**src/rtl/addsub4_serial_if.sv**
```systemverilog
// Operand/result handshake bundle for the bit-serial add/sub block.
// master = producer/consumer side, slave = the arithmetic block.
interface addsub4_serial_if #(
    parameter int unsigned WIDTH = 4
) ();

    logic             in_valid;
    logic             in_ready;
    logic [WIDTH-1:0] a;
    logic [WIDTH-1:0] b;
    logic             sign;
    logic             out_valid;
    logic             out_ready;
    logic [WIDTH:0]   s;

    modport master (
        output in_valid,
        output a,
        output b,
        output sign,
        output out_ready,
        input  in_ready,
        input  out_valid,
        input  s
    );

    modport slave (
        input  in_valid,
        input  a,
        input  b,
        input  sign,
        input  out_ready,
        output in_ready,
        output out_valid,
        output s
    );

endinterface

```
**src/rtl/addsub4_serial.sv**
```systemverilog
// Bit-serial WIDTH-bit adder/subtractor: one full-adder cell, one result bit per clock,
// LSB first, with valid/ready handshakes on operands and result.
module addsub4_serial #(
    parameter int unsigned WIDTH = 4
) (
    input logic              clk,
    input logic              rst_n,
    addsub4_serial_if.slave  bus
);

    localparam int unsigned   CntW    = (WIDTH > 1) ? $clog2(WIDTH) : 1;
    localparam logic [CntW-1:0] LastCnt = CntW'(WIDTH - 1);

    typedef enum logic [1:0] {
        StIdle = 2'd0,
        StRun  = 2'd1,
        StDone = 2'd2
    } state_e;

    state_e           state_q, state_d;
    logic [WIDTH-1:0] a_sh_q, a_sh_d;
    logic [WIDTH-1:0] bx_sh_q, bx_sh_d;
    logic             carry_q, carry_d;
    logic [WIDTH:0]   s_r_q, s_r_d;
    logic [CntW-1:0]  cnt_q, cnt_d;

    logic accept;
    logic last_bit;
    logic fa_sum;
    logic fa_cout;

    assign accept   = bus.in_valid && (state_q == StIdle);
    assign last_bit = (cnt_q == LastCnt);

    // Single shared full-adder cell
    assign fa_sum  = a_sh_q[0] ^ bx_sh_q[0] ^ carry_q;
    assign fa_cout = (a_sh_q[0] & bx_sh_q[0]) | (a_sh_q[0] & carry_q) | (bx_sh_q[0] & carry_q);

    // State register
    always_ff @(posedge clk or negedge rst_n) begin
        if (!rst_n) begin
            state_q <= StIdle;
        end else begin
            state_q <= state_d;
        end
    end

    // Next-state logic
    always_comb begin
        state_d = state_q;
        unique case (state_q)
            StIdle: if (bus.in_valid) state_d = StRun;
            StRun:  if (last_bit)     state_d = StDone;
            StDone: if (bus.out_ready) state_d = StIdle;
            default: state_d = StIdle;
        endcase
    end

    // Handshake outputs decode state only, so no comb path from in_valid/out_ready
    always_comb begin
        bus.in_ready  = (state_q == StIdle);
        bus.out_valid = (state_q == StDone);
        bus.s         = s_r_q;
    end

    always_comb begin
        a_sh_d  = a_sh_q;
        bx_sh_d = bx_sh_q;
        carry_d = carry_q;
        s_r_d   = s_r_q;
        cnt_d   = cnt_q;

        if (accept) begin
            a_sh_d  = bus.a;
            bx_sh_d = bus.b ^ {WIDTH{bus.sign}};
            carry_d = bus.sign;
            s_r_d   = '0;
            cnt_d   = '0;
        end else if (state_q == StRun) begin
            for (int unsigned i = 0; i < WIDTH; i++) begin
                if (cnt_q == CntW'(i)) begin
                    s_r_d[i] = fa_sum;
                end
            end
            if (last_bit) begin
                s_r_d[WIDTH] = fa_cout;
            end
            carry_d = fa_cout;
            a_sh_d  = {1'b0, a_sh_q[WIDTH-1:1]};
            bx_sh_d = {1'b0, bx_sh_q[WIDTH-1:1]};
            cnt_d   = cnt_q + CntW'(1);
        end
    end

    always_ff @(posedge clk or negedge rst_n) begin
        if (!rst_n) begin
            a_sh_q  <= '0;
            bx_sh_q <= '0;
            carry_q <= 1'b0;
            s_r_q   <= '0;
            cnt_q   <= '0;
        end else begin
            a_sh_q  <= a_sh_d;
            bx_sh_q <= bx_sh_d;
            carry_q <= carry_d;
            s_r_q   <= s_r_d;
            cnt_q   <= cnt_d;
        end
    end

endmodule
```
**src/flat_wrapper.sv**
```systemverilog
// flat-port wrapper written by rule: the top's interface ports become plain ports
module addsub4_serial_flat 
#(
    parameter int unsigned WIDTH = 4
)
  (clk, rst_n, bus_in_valid, bus_a, bus_b, bus_sign, bus_out_ready, bus_in_ready, bus_out_valid, bus_s);
  addsub4_serial_if #(.WIDTH(WIDTH)) bus_i ();
  input logic clk;
  input logic rst_n;
  input wire logic [$bits(bus_i.in_valid)-1:0] bus_in_valid;
  input wire logic [$bits(bus_i.a)-1:0] bus_a;
  input wire logic [$bits(bus_i.b)-1:0] bus_b;
  input wire logic [$bits(bus_i.sign)-1:0] bus_sign;
  input wire logic [$bits(bus_i.out_ready)-1:0] bus_out_ready;
  output wire logic [$bits(bus_i.in_ready)-1:0] bus_in_ready;
  output wire logic [$bits(bus_i.out_valid)-1:0] bus_out_valid;
  output wire logic [$bits(bus_i.s)-1:0] bus_s;
  assign bus_i.in_valid = bus_in_valid;
  assign bus_i.a = bus_a;
  assign bus_i.b = bus_b;
  assign bus_i.sign = bus_sign;
  assign bus_i.out_ready = bus_out_ready;
  assign bus_in_ready = bus_i.in_ready;
  assign bus_out_valid = bus_i.out_valid;
  assign bus_s = bus_i.s;
  addsub4_serial #(.WIDTH(WIDTH)) u_core (.clk(clk), .rst_n(rst_n), .bus(bus_i));
endmodule
```
**config.mk**
```make
export PLATFORM = sky130hd
export DESIGN_NAME = addsub4_serial_flat
export DESIGN_NICKNAME = d
export VERILOG_FILES = /design/src/rtl/addsub4_serial_if.sv /design/src/rtl/addsub4_serial.sv /design/src/flat_wrapper.sv
export SDC_FILE = /design/constraint.sdc
export NUM_CORES = 1
export LEC_CHECK = 0
export ABC_CLOCK_PERIOD_IN_PS = 1370
export BUFFER_PORTS_ARGS = -buffer_cell sky130_fd_sc_hd__clkbuf_2
export CORE_MARGIN = 2
export CORE_UTILIZATION = 40
export CTS_CLUSTER_DIAMETER = 30
export DETAILED_ROUTE_END_ITERATION = 8
export HOLD_SLACK_MARGIN = 0.1
export PLACE_DENSITY_LB_ADDON = 0.3
export SKIP_CTS_REPAIR_TIMING = 1
export SYNTH_ARGS = -nofsm -noshare
export SYNTH_HDL_FRONTEND = slang
export SYNTH_SLANG_ARGS = --single-unit
```
**constraint.sdc**
```tcl
create_clock -name clk -period 1.37 [get_ports clk]
set_clock_uncertainty 0.05 [all_clocks]
set_input_delay 0.2055 -clock clk [delete_from_list [all_inputs] [get_ports clk]]
set_output_delay 0.2055 -clock clk [all_outputs]
set_load 0.05 [all_outputs]
```
==> impl_metrics.py, run 1 <==
metrics = {
    "outcome": {
        "outcome": "finished, violations left",
        "violations": "negative setup slack",
    },
    "worst_hold_path": {
        "hold_class": "in -> reg",
    },
    "final_layout": {
        "n_antenna_cell": 0,
        "fillerInstances": 202,
        "final_nets": 139,
        "fin_util": 0.546,
        "stdcell_area_um2": 1180,
        "area_delta_synth_final_pct": 31.2,
        "drive_above_1_share": 0.325,
        "instances_no_fill": 148,
    },
    "worst_setup_path": {
        "critPathKind": "reg -> out",
        "timing.rr.end": "u_core.a_sh_q[1]",
        "crit_path_end": "bus_out_valid",
        "required_ps": 1110,
        "worstSetupEndpointType": "output pin",
        "start_kind": "register",
        "rr_worst_depth": 3,
        "crit_fanout": 4,
        "r2r_slack_ps": -10,
        "cp.arrival_ps": 1180,
        "crit_start": "u_core.state_q[0]",
        "r2r-start": "u_core.state_q[1]",
    },
    "floorplan": {
        "start_util": 0.416,
        "die_area_um2": 2650,
        "die_w_um": 51.5,
        "io_pins": 20,
        "num_rows": 17,
        "core_area_um2": 2170,
        "die_h_um": 51.5,
    },
    "job": {
        "maxCapViolCount": 0,
    },
    "global_routing": {
        "grt_pass1_vias": 652,
        "antenna_found_initial": 0,
        "grt.overflow.total": 0,
        "grt_max_degree": 19,
        "grt_pass1_wl_um": 3060,
        "track_usage": 0.160,
    },
    "logic_synthesis": {
        "synth_cells": 90,
        "synth.avg_cell_area_um2": 10.0,
        "ys_warn_count": 0,
        "ys_types": 24,
        "yosys_register_bits": 18,
        "yosysSeqAreaShare": 0.499,
        "syn-num-nets": 108,
        "syn_area_um2": 903,
    },
    "power": {
        "power_mw": 2.78,
        "power_density_nw_per_um2": 2340,
        "cellLeakagePower_nw": 0.587,
        "ir_worst_vdd_uv": 1010,
    },
    "place": {
        "gp_congestion": 0.741,
        "hpwl_um": 1330,
        "port-buffer-count": 19,
        "dp_cells": 137,
        "placed_area_um2": 1050,
    },
    "sta": {
        "maxSlewViolCount": 0,
        "hold_viol": 0,
        "finalSetupViolCount": 3,
        "relSlewSlack": 0.702,
        "min_period_over_period": 1.05,
        "rsz0062_at_grt": "yes",
        "fmax_mhz": 697,
        "fin_ws_ps": -64.0,
        "fin_crit_ps": 1430,
        "tightest_slew_ps": 447,
    },
    "clocking": {
        "cts_max_level": 1,
        "clock_latency_ps": 300,
        "cts_buffer_depth": 2,
        "numCtsBuffers": 3,
        "clock-sinks": 18,
        "cts_tree": "built",
        "clk_pin_slew_worst_paths_ps": 100,
        "root_buffer": "clkbuf_4",
    },
    "detailed_routing": {
        "wire_per_inst_um": 12.7,
        "firstDrtPassIters": 4,
        "wirelength_um": 1880,
        "ant_nets": 0,
        "post-route-drc-count": 0,
        "vias_per_cell": 5.08,
        "drt_iter0_markers": 12,
        "via_count": 752,
    },
}
cell usage in the layout, fill, tap and decap left out, drive strengths merged:
| cell type | count |
|---|---|
| a31oi | 1 |
| dlygate4sd3 | 5 |
| nand2 | 14 |
| clkbuf | 21 |
| nor2b | 1 |
| xnor2 | 4 |
| o21ai | 7 |
| nor2 | 5 |
| a221o | 3 |
| or3b | 1 |
| nand3 | 8 |
| nor3b | 1 |
| a21oi | 4 |
| nand2b | 2 |
| o21bai | 1 |
| ha | 4 |
| fa | 1 |
| a22oi | 3 |
| inv | 6 |
| dfrtp | 18 |
| buf | 8 |
| o31ai | 1 |
| nand3b | 1 |
how the worst min path moves through the flow:
| stage | startpoint | endpoint | slack [ps] | cells past startpoint |
|---|---|---|---|---|
| finish | bus_b[3] | u_core.bx_sh_q[3] | 130 | 3 |
| CTS | rst_n | u_core.a_sh_q[0] | -200 | 1 |
| global route | bus_b[3] | u_core.bx_sh_q[3] | 150 | 3 |
| global placement | rst_n | u_core.bus.s[0] | 120 | 1 |
| detailed placement | rst_n | u_core.bus.s[0] | 130 | 1 |
| floorplan | rst_n | u_core.a_sh_q[0] | -140 | 0 |
cells in the mapped netlist (all sizes together):
master,n,share of area
a221o,3,0.037
fa,1,0.022
nand3b,1,0.0083
xnor2,4,0.039
or3b,1,0.0097
a21oi,4,0.022
nand3,8,0.044
dfrtp,18,0.50
nand2b,2,0.014
inv,6,0.025
a31oi,1,0.0069
a22oi,3,0.025
nor2,5,0.021
ha,4,0.055
buf,4,0.035
nor3b,1,0.014
o21bai,1,0.0083
nand2,14,0.058
nor2b,1,0.0097
o31ai,1,0.0083
o21ai,7,0.039
report_power, final:
group	internal, mW	leakage, nW	switching, mW
clock	0.162	0.0210	0.170
sequential	0.760	0.231	0.170
combinational	0.628	0.335	0.888
layout make-up:
class / count / area (um2) / share of cell area
clock buffer: 4 / 36.3 / 0.0306
inverter: 6 / 22.5 / 0.0190
multi-input combinational: 62 / 413 / 0.348
timing repair buffer: 30 / 226 / 0.191
tap: 28 / 35.0 / 0.0296
sequential: 18 / 452 / 0.381
cell families (layout without fill, tap and decap cells):
| logic type | Yosys count | in the layout | share of synthesized area |
|---|---|---|---|
| and+or+nand+nor | 33 | 33 | 0.179 |
| xor gates and xnor gates | 4 | 4 | 0.0388 |
| DFF | 18 | 18 | 0.499 |
| adders and majority gates | 5 | 5 | 0.0776 |
| AOI/OAI and AO/OA | 20 | 20 | 0.147 |
| buffers and inverters | 10 | 40 | 0.0595 |
layer usage:
metal	wire length [um]	part of all wire	global-route usage	vias up
li1	-	-	-	366
met3	84	0.045	0.0287	5
met2	879	0.47	0.233	23
met4	39	0.021	0.0921	0
met5	0	0	0	-
met1	881	0.47	0.224	358
critical path, cell delays in order (launching register included):
cell and delay, ps:
dfrtp_1 420, buf_6 140, nand2b_4 130, inv_2 50
buf_8 130
registers in the layout, indices dropped and copies added (netlist names):
register and count:
u_core.cnt_q 2, u_core.bus.s 5, u_core.a_sh_q 4, u_core.state_q 2, u_core.carry_q 1, u_core.bx_sh_q 4
through the flow:
| stage | setup TNS (ps) | hold slack [ps] | setup slack (ps) |
|---|---|---|---|
| after CTS | -381 | -205 | -241 |
| after detailed placement | 0 | 127 | 26.6 |
| after global routing | -680 | 148 | -117 |
| after global placement | 0 | 121 | 43.0 |
| final | -109 | 127 | -64.0 |
| after floorplan | 0 | -140 | 74.8 |
Note: power is estimated with default switching activity, not from simulation.
==> run 2: changes to the inputs <==
--- a/config.mk
+++ b/config.mk
@@ -7,7 +7,7 @@
 export LEC_CHECK = 0
 export ABC_CLOCK_PERIOD_IN_PS = 1370
 export BUFFER_PORTS_ARGS = -buffer_cell sky130_fd_sc_hd__clkbuf_2
-export CORE_MARGIN = 2
+export CORE_MARGIN = 10
 export CORE_UTILIZATION = 40
 export CTS_CLUSTER_DIAMETER = 30
 export DETAILED_ROUTE_END_ITERATION = 8
==> impl_metrics.py, run 2 (synthesis results as in run 1) <==
metrics = {
    "outcome": {
        "outcome": "finished, violations left",
        "violations": "negative setup slack",
    },
    "worst_setup_path": {
        "crit_fanout": 14,
        "start_kind": "register",
        "crit_start": "u_core.state_q[0]",
        "required_ps": 1490,
        "cp.arrival_ps": 1550,
        "worstSetupEndpointType": "register",
        "critPathKind": "reg -> reg",
        "r2r_slack_ps": -50,
        "rr_worst_depth": 4,
        "r2r-start": "u_core.state_q[0]",
        "timing.rr.end": "u_core.bx_sh_q[0]",
    },
    "detailed_routing": {
        "post-route-drc-count": 0,
        "firstDrtPassIters": 6,
        "vias_per_cell": 5.03,
        "wirelength_um": 1940,
        "wire_per_inst_um": 13.0,
        "ant_nets": 0,
        "drt_iter0_markers": 20,
        "via_count": 750,
    },
    "place": {
        "hpwl_um": 1450,
        "gp_congestion": 0.716,
        "dp_cells": 139,
        "port-buffer-count": 19,
        "placed_area_um2": 1060,
    },
    "worst_hold_path": {
        "min_to": "u_core.a_sh_q[1]",
        "worstHoldStart": "bus_a[1]",
        "hold_class": "in -> reg",
        "whs_path_depth": 3,
    },
    "floorplan": {
        "start_util": 0.412,
        "num_rows": 17,
        "io_pins": 20,
        "die_w_um": 67.5,
        "die_area_um2": 4560,
        "die_h_um": 67.5,
        "core_area_um2": 2190,
    },
    "sta": {
        "fin_crit_ps": 1420,
        "relSlewSlack": 0.705,
        "fmax_mhz": 703,
        "hold_viol": 0,
        "finalSetupViolCount": 5,
        "min_period_over_period": 1.04,
        "rsz0062_at_grt": "yes",
        "timing.hold.ws_ps": 117,
        "maxSlewViolCount": 0,
        "tightest_slew_ps": 442,
        "fin_ws_ps": -53.1,
        "setup-tns-final_ps": -193,
    },
    "clocking": {
        "cts_buffer_depth": 2,
        "clk_pin_slew_worst_paths_ps": 100,
        "cts_max_level": 1,
        "root_buffer": "clkbuf_4",
        "clock_latency_ps": 290,
        "numCtsBuffers": 3,
        "clock-sinks": 18,
        "cts_tree": "built",
    },
    "power": {
        "power_frac_comb": 0.572,
        "power_mw": 2.89,
        "swShare": 0.439,
        "intPower_mw": 1.62,
        "seq_power_share": 0.317,
        "power_density_nw_per_um2": 2370,
        "ir_worst_vdd_uv": 1260,
        "pwr-share-clk": 0.111,
        "p_switching_mw": 1.27,
        "cellLeakagePower_nw": 0.596,
    },
    "final_layout": {
        "ff_latch_area_um2": 450,
        "final_cell_mix": "dfrtp_1, clkbuf_2, nand2_1",
        "stdcell_area_um2": 1220,
        "largest_reg_flops": 5,
        "final_nets": 140,
        "fillerInstances": 196,
        "instances_no_fill": 149,
        "area_delta_synth_final_pct": 34.8,
        "multiInputGateArea_um2": 442,
        "n_antenna_cell": 0,
        "layout_commonest_cell": "dfrtp_1",
        "drive_above_1_share": 0.388,
    },
    "global_routing": {
        "grt_pass1_vias": 683,
        "track_usage": 0.0892,
        "grt_max_degree": 19,
        "grt_pass1_wl_um": 3210,
        "antenna_found_initial": 0,
        "grt.overflow.total": 0,
    },
    "job": {
        "maxCapViolCount": 0,
    },
}
-- run 2: cell types whose count changed in the layout (fill, tap and decap cells not counted), sizes merged --
| cell | previous run | this run |
|---|---|---|
| dlygate4sd3 | 5 | 4 |
| buf | 8 | 10 |
-- run 2: per-stage QoR --
step	util	setup slack, ps
global placement	0.485	46.7
CTS	0.501	-209
finish	0.556	-53.1
floorplan	-	74.8
global route	0.556	-84.2
detailed placement	0.485	-1.49
-- run 2: worst max-delay path by stage --
stage / slack, ps / cells after the start / to
floorplan: 70 / 5 / u_core.bx_sh_q[0]
global placement: 50 / 3 / u_core.bus.s[1]
detailed placement: -1 / 3 / u_core.bus.s[1]
CTS: -210 / 4 / bus_out_valid
global route: -80 / 4 / bus_out_valid
finish: -50 / 4 / u_core.bx_sh_q[0]
-- run 2: area by class of cell --
class | count | area share
Multi-Input combinational cell | 62 | 0.363
Timing Repair Buffer | 31 | 0.190
Inverter | 6 | 0.0185
Tap cell | 28 | 0.0288
Clock buffer | 4 | 0.0298
Sequential cell | 18 | 0.370
-- run 2: power groups by stage --
| stage | Sequential (mW) | Combinational (mW) | Clock (mW) |
|---|---|---|---|
| floorplan | 1.08 | 0.846 | 0 |
| detailed placement | 0.928 | 1.42 | 0 |
| global route | 0.950 | 1.81 | 0.353 |
| finish | 0.915 | 1.65 | 0.320 |
| CTS | 0.914 | 1.43 | 0.328 |
| global placement | 0.915 | 1.39 | 0 |
-- run 2: metal layers --
metal,vias to the layer above,part of all wire,global-route usage
met5,-,0,0
met4,0,0.011,0.0385
met3,2,0.11,0.0347
met2,30,0.44,0.127
met1,349,0.44,0.117
li1,369,-,-
-- run 2: critical path, stage by stage, from the launching register on --
cell and delay, ps:
dfrtp_1 430, buf_4 150, nor2b_2 160, buf_12 140
a221o_2 380
==> run 3: changes to the inputs <==
--- a/config.mk
+++ b/config.mk
@@ -5,7 +5,7 @@
 export SDC_FILE = /design/constraint.sdc
 export NUM_CORES = 1
 export LEC_CHECK = 0
-export ABC_CLOCK_PERIOD_IN_PS = 1370
+export ABC_CLOCK_PERIOD_IN_PS = 1500
 export BUFFER_PORTS_ARGS = -buffer_cell sky130_fd_sc_hd__clkbuf_2
 export CORE_MARGIN = 10
 export CORE_UTILIZATION = 40
==> constraint.sdc (replaced) <==
create_clock -name clk -period 1.5 [get_ports clk]
set_clock_uncertainty 0.05 [all_clocks]
set_input_delay 0.225 -clock clk [delete_from_list [all_inputs] [get_ports clk]]
set_output_delay 0.225 -clock clk [all_outputs]
set_load 0.05 [all_outputs]
==> impl_metrics.py, run 3 (synthesis results as in run 1) <==
metrics = {
    "worst_setup_path": {
        "rr_worst_depth": 3,
        "crit_fanout": 8,
        "required_ps": 1220,
        "start_kind": "register",
        "timing.rr.end": "u_core.a_sh_q[1]",
        "r2r-start": "u_core.state_q[1]",
        "r2r_slack_ps": 130,
        "cp.arrival_ps": 1140,
        "worstSetupEndpointType": "output pin",
        "critPathKind": "reg -> out",
    },
    "global_routing": {
        "grt_pass1_vias": 717,
        "antenna_found_initial": 0,
        "grt_max_degree": 19,
        "track_usage": 0.0923,
        "grt.overflow.total": 0,
        "grt_pass1_wl_um": 3260,
    },
    "floorplan": {
        "io_pins": 20,
        "num_rows": 17,
        "die_h_um": 67.5,
        "start_util": 0.412,
        "die_w_um": 67.5,
        "core_area_um2": 2190,
        "die_area_um2": 4560,
    },
    "power": {
        "power_density_nw_per_um2": 2070,
        "power_mw": 2.23,
        "cellLeakagePower_nw": 0.536,
        "ir_worst_vdd_uv": 784,
    },
    "final_layout": {
        "final_cell_mix": "clkbuf_2, dfrtp_1, nand2_1, nand3_1",
        "n_antenna_cell": 0,
        "largest_reg_flops": 5,
        "drive_above_1_share": 0.265,
        "final_nets": 133,
        "area_delta_synth_final_pct": 19.3,
    },
    "outcome": {
        "outcome": "finished clean",
    },
    "sta": {
        "timing.hold.ws_ps": 108,
        "hold_viol": 0,
        "setup-tns-final_ps": 0,
        "fin_crit_ps": 1410,
        "finalSetupViolCount": 0,
        "rsz0062_at_grt": "no",
        "relSlewSlack": 0.612,
        "min_period_over_period": 0.943,
        "fmax_mhz": 707,
        "tightest_slew_ps": 580,
        "maxSlewViolCount": 0,
    },
    "detailed_routing": {
        "firstDrtPassIters": 4,
        "post-route-drc-count": 0,
        "ant_nets": 0,
        "vias_per_cell": 5.03,
        "drt_iter0_markers": 44,
        "wirelength_um": 1880,
        "via_count": 709,
        "wire_per_inst_um": 13.3,
    },
    "clocking": {
        "root_buffer": "clkbuf_4",
        "clk_pin_slew_worst_paths_ps": 100,
        "cts_tree": "built",
        "clock-sinks": 18,
        "numCtsBuffers": 3,
        "cts_buffer_depth": 2,
        "cts_max_level": 1,
        "clock_latency_ps": 290,
    },
    "place": {
        "gp_congestion": 0.730,
        "port-buffer-count": 19,
    },
    "worst_hold_path": {
        "min_to": "u_core.a_sh_q[2]",
        "hold_class": "in -> reg",
        "whs_path_depth": 3,
        "worstHoldStart": "bus_a[2]",
    },
    "job": {
        "maxCapViolCount": 0,
    },
}
## run 3: critical path: stages, from the launching register on
cell	delay [ps]
dfrtp_2	460
nand2b_1	170
inv_1	80
buf_6	150
## run 3: layer usage
metal,global-route usage,share of wire
met5,0,0
met3,0.0347,0.097
met1,0.116,0.44
met2,0.138,0.45
met4,0.0385,0.014
## run 3: layout make-up
class | instances | area [um2]
clock buffers | 3 | 22.5
fillers | 224 | 1110
inverters | 6 | 22.5
multi-input cells | 62 | 399
flip-flops and latches | 18 | 452
well taps | 28 | 35.0
repair buffers | 24 | 146
## run 3: how the worst max path moves through the flow
stage                      start          endpoint  slack (ps)  cells after the start
6_report       u_core.state_q[0]     bus_out_valid          90                      3
5_1_grt        u_core.state_q[1]      bus_in_ready           4                      2
4_1_cts        u_core.state_q[0]     bus_out_valid         -50                      3
3_5_place_dp   u_core.state_q[0]  u_core.a_sh_q[1]         130                      3
3_3_place_gp   u_core.state_q[0]  u_core.a_sh_q[1]         150                      3
2_1_floorplan  u_core.state_q[0]      bus_in_ready          90                      2
## run 3: stage by stage
step                      setup WS (ps)  utilization  instance area (um2)  cells
final                              85.9        0.492                 1080    141
after floorplan                    86.6            -                  903     90
after global placement              150        0.464                 1020    135
after global routing               4.12        0.492                 1080    141
after CTS                         -49.3        0.475                 1040    138
after detailed placement            126        0.464                 1020    135
## run 3: power by group
group / internal (mW) / leakage, nW / total, mW / switching (mW)
clock: 0.0934 / 0.0138 / 0.237 / 0.144
sequential: 0.695 / 0.232 / 0.853 / 0.159
combinational: 0.406 / 0.290 / 1.14 / 0.737
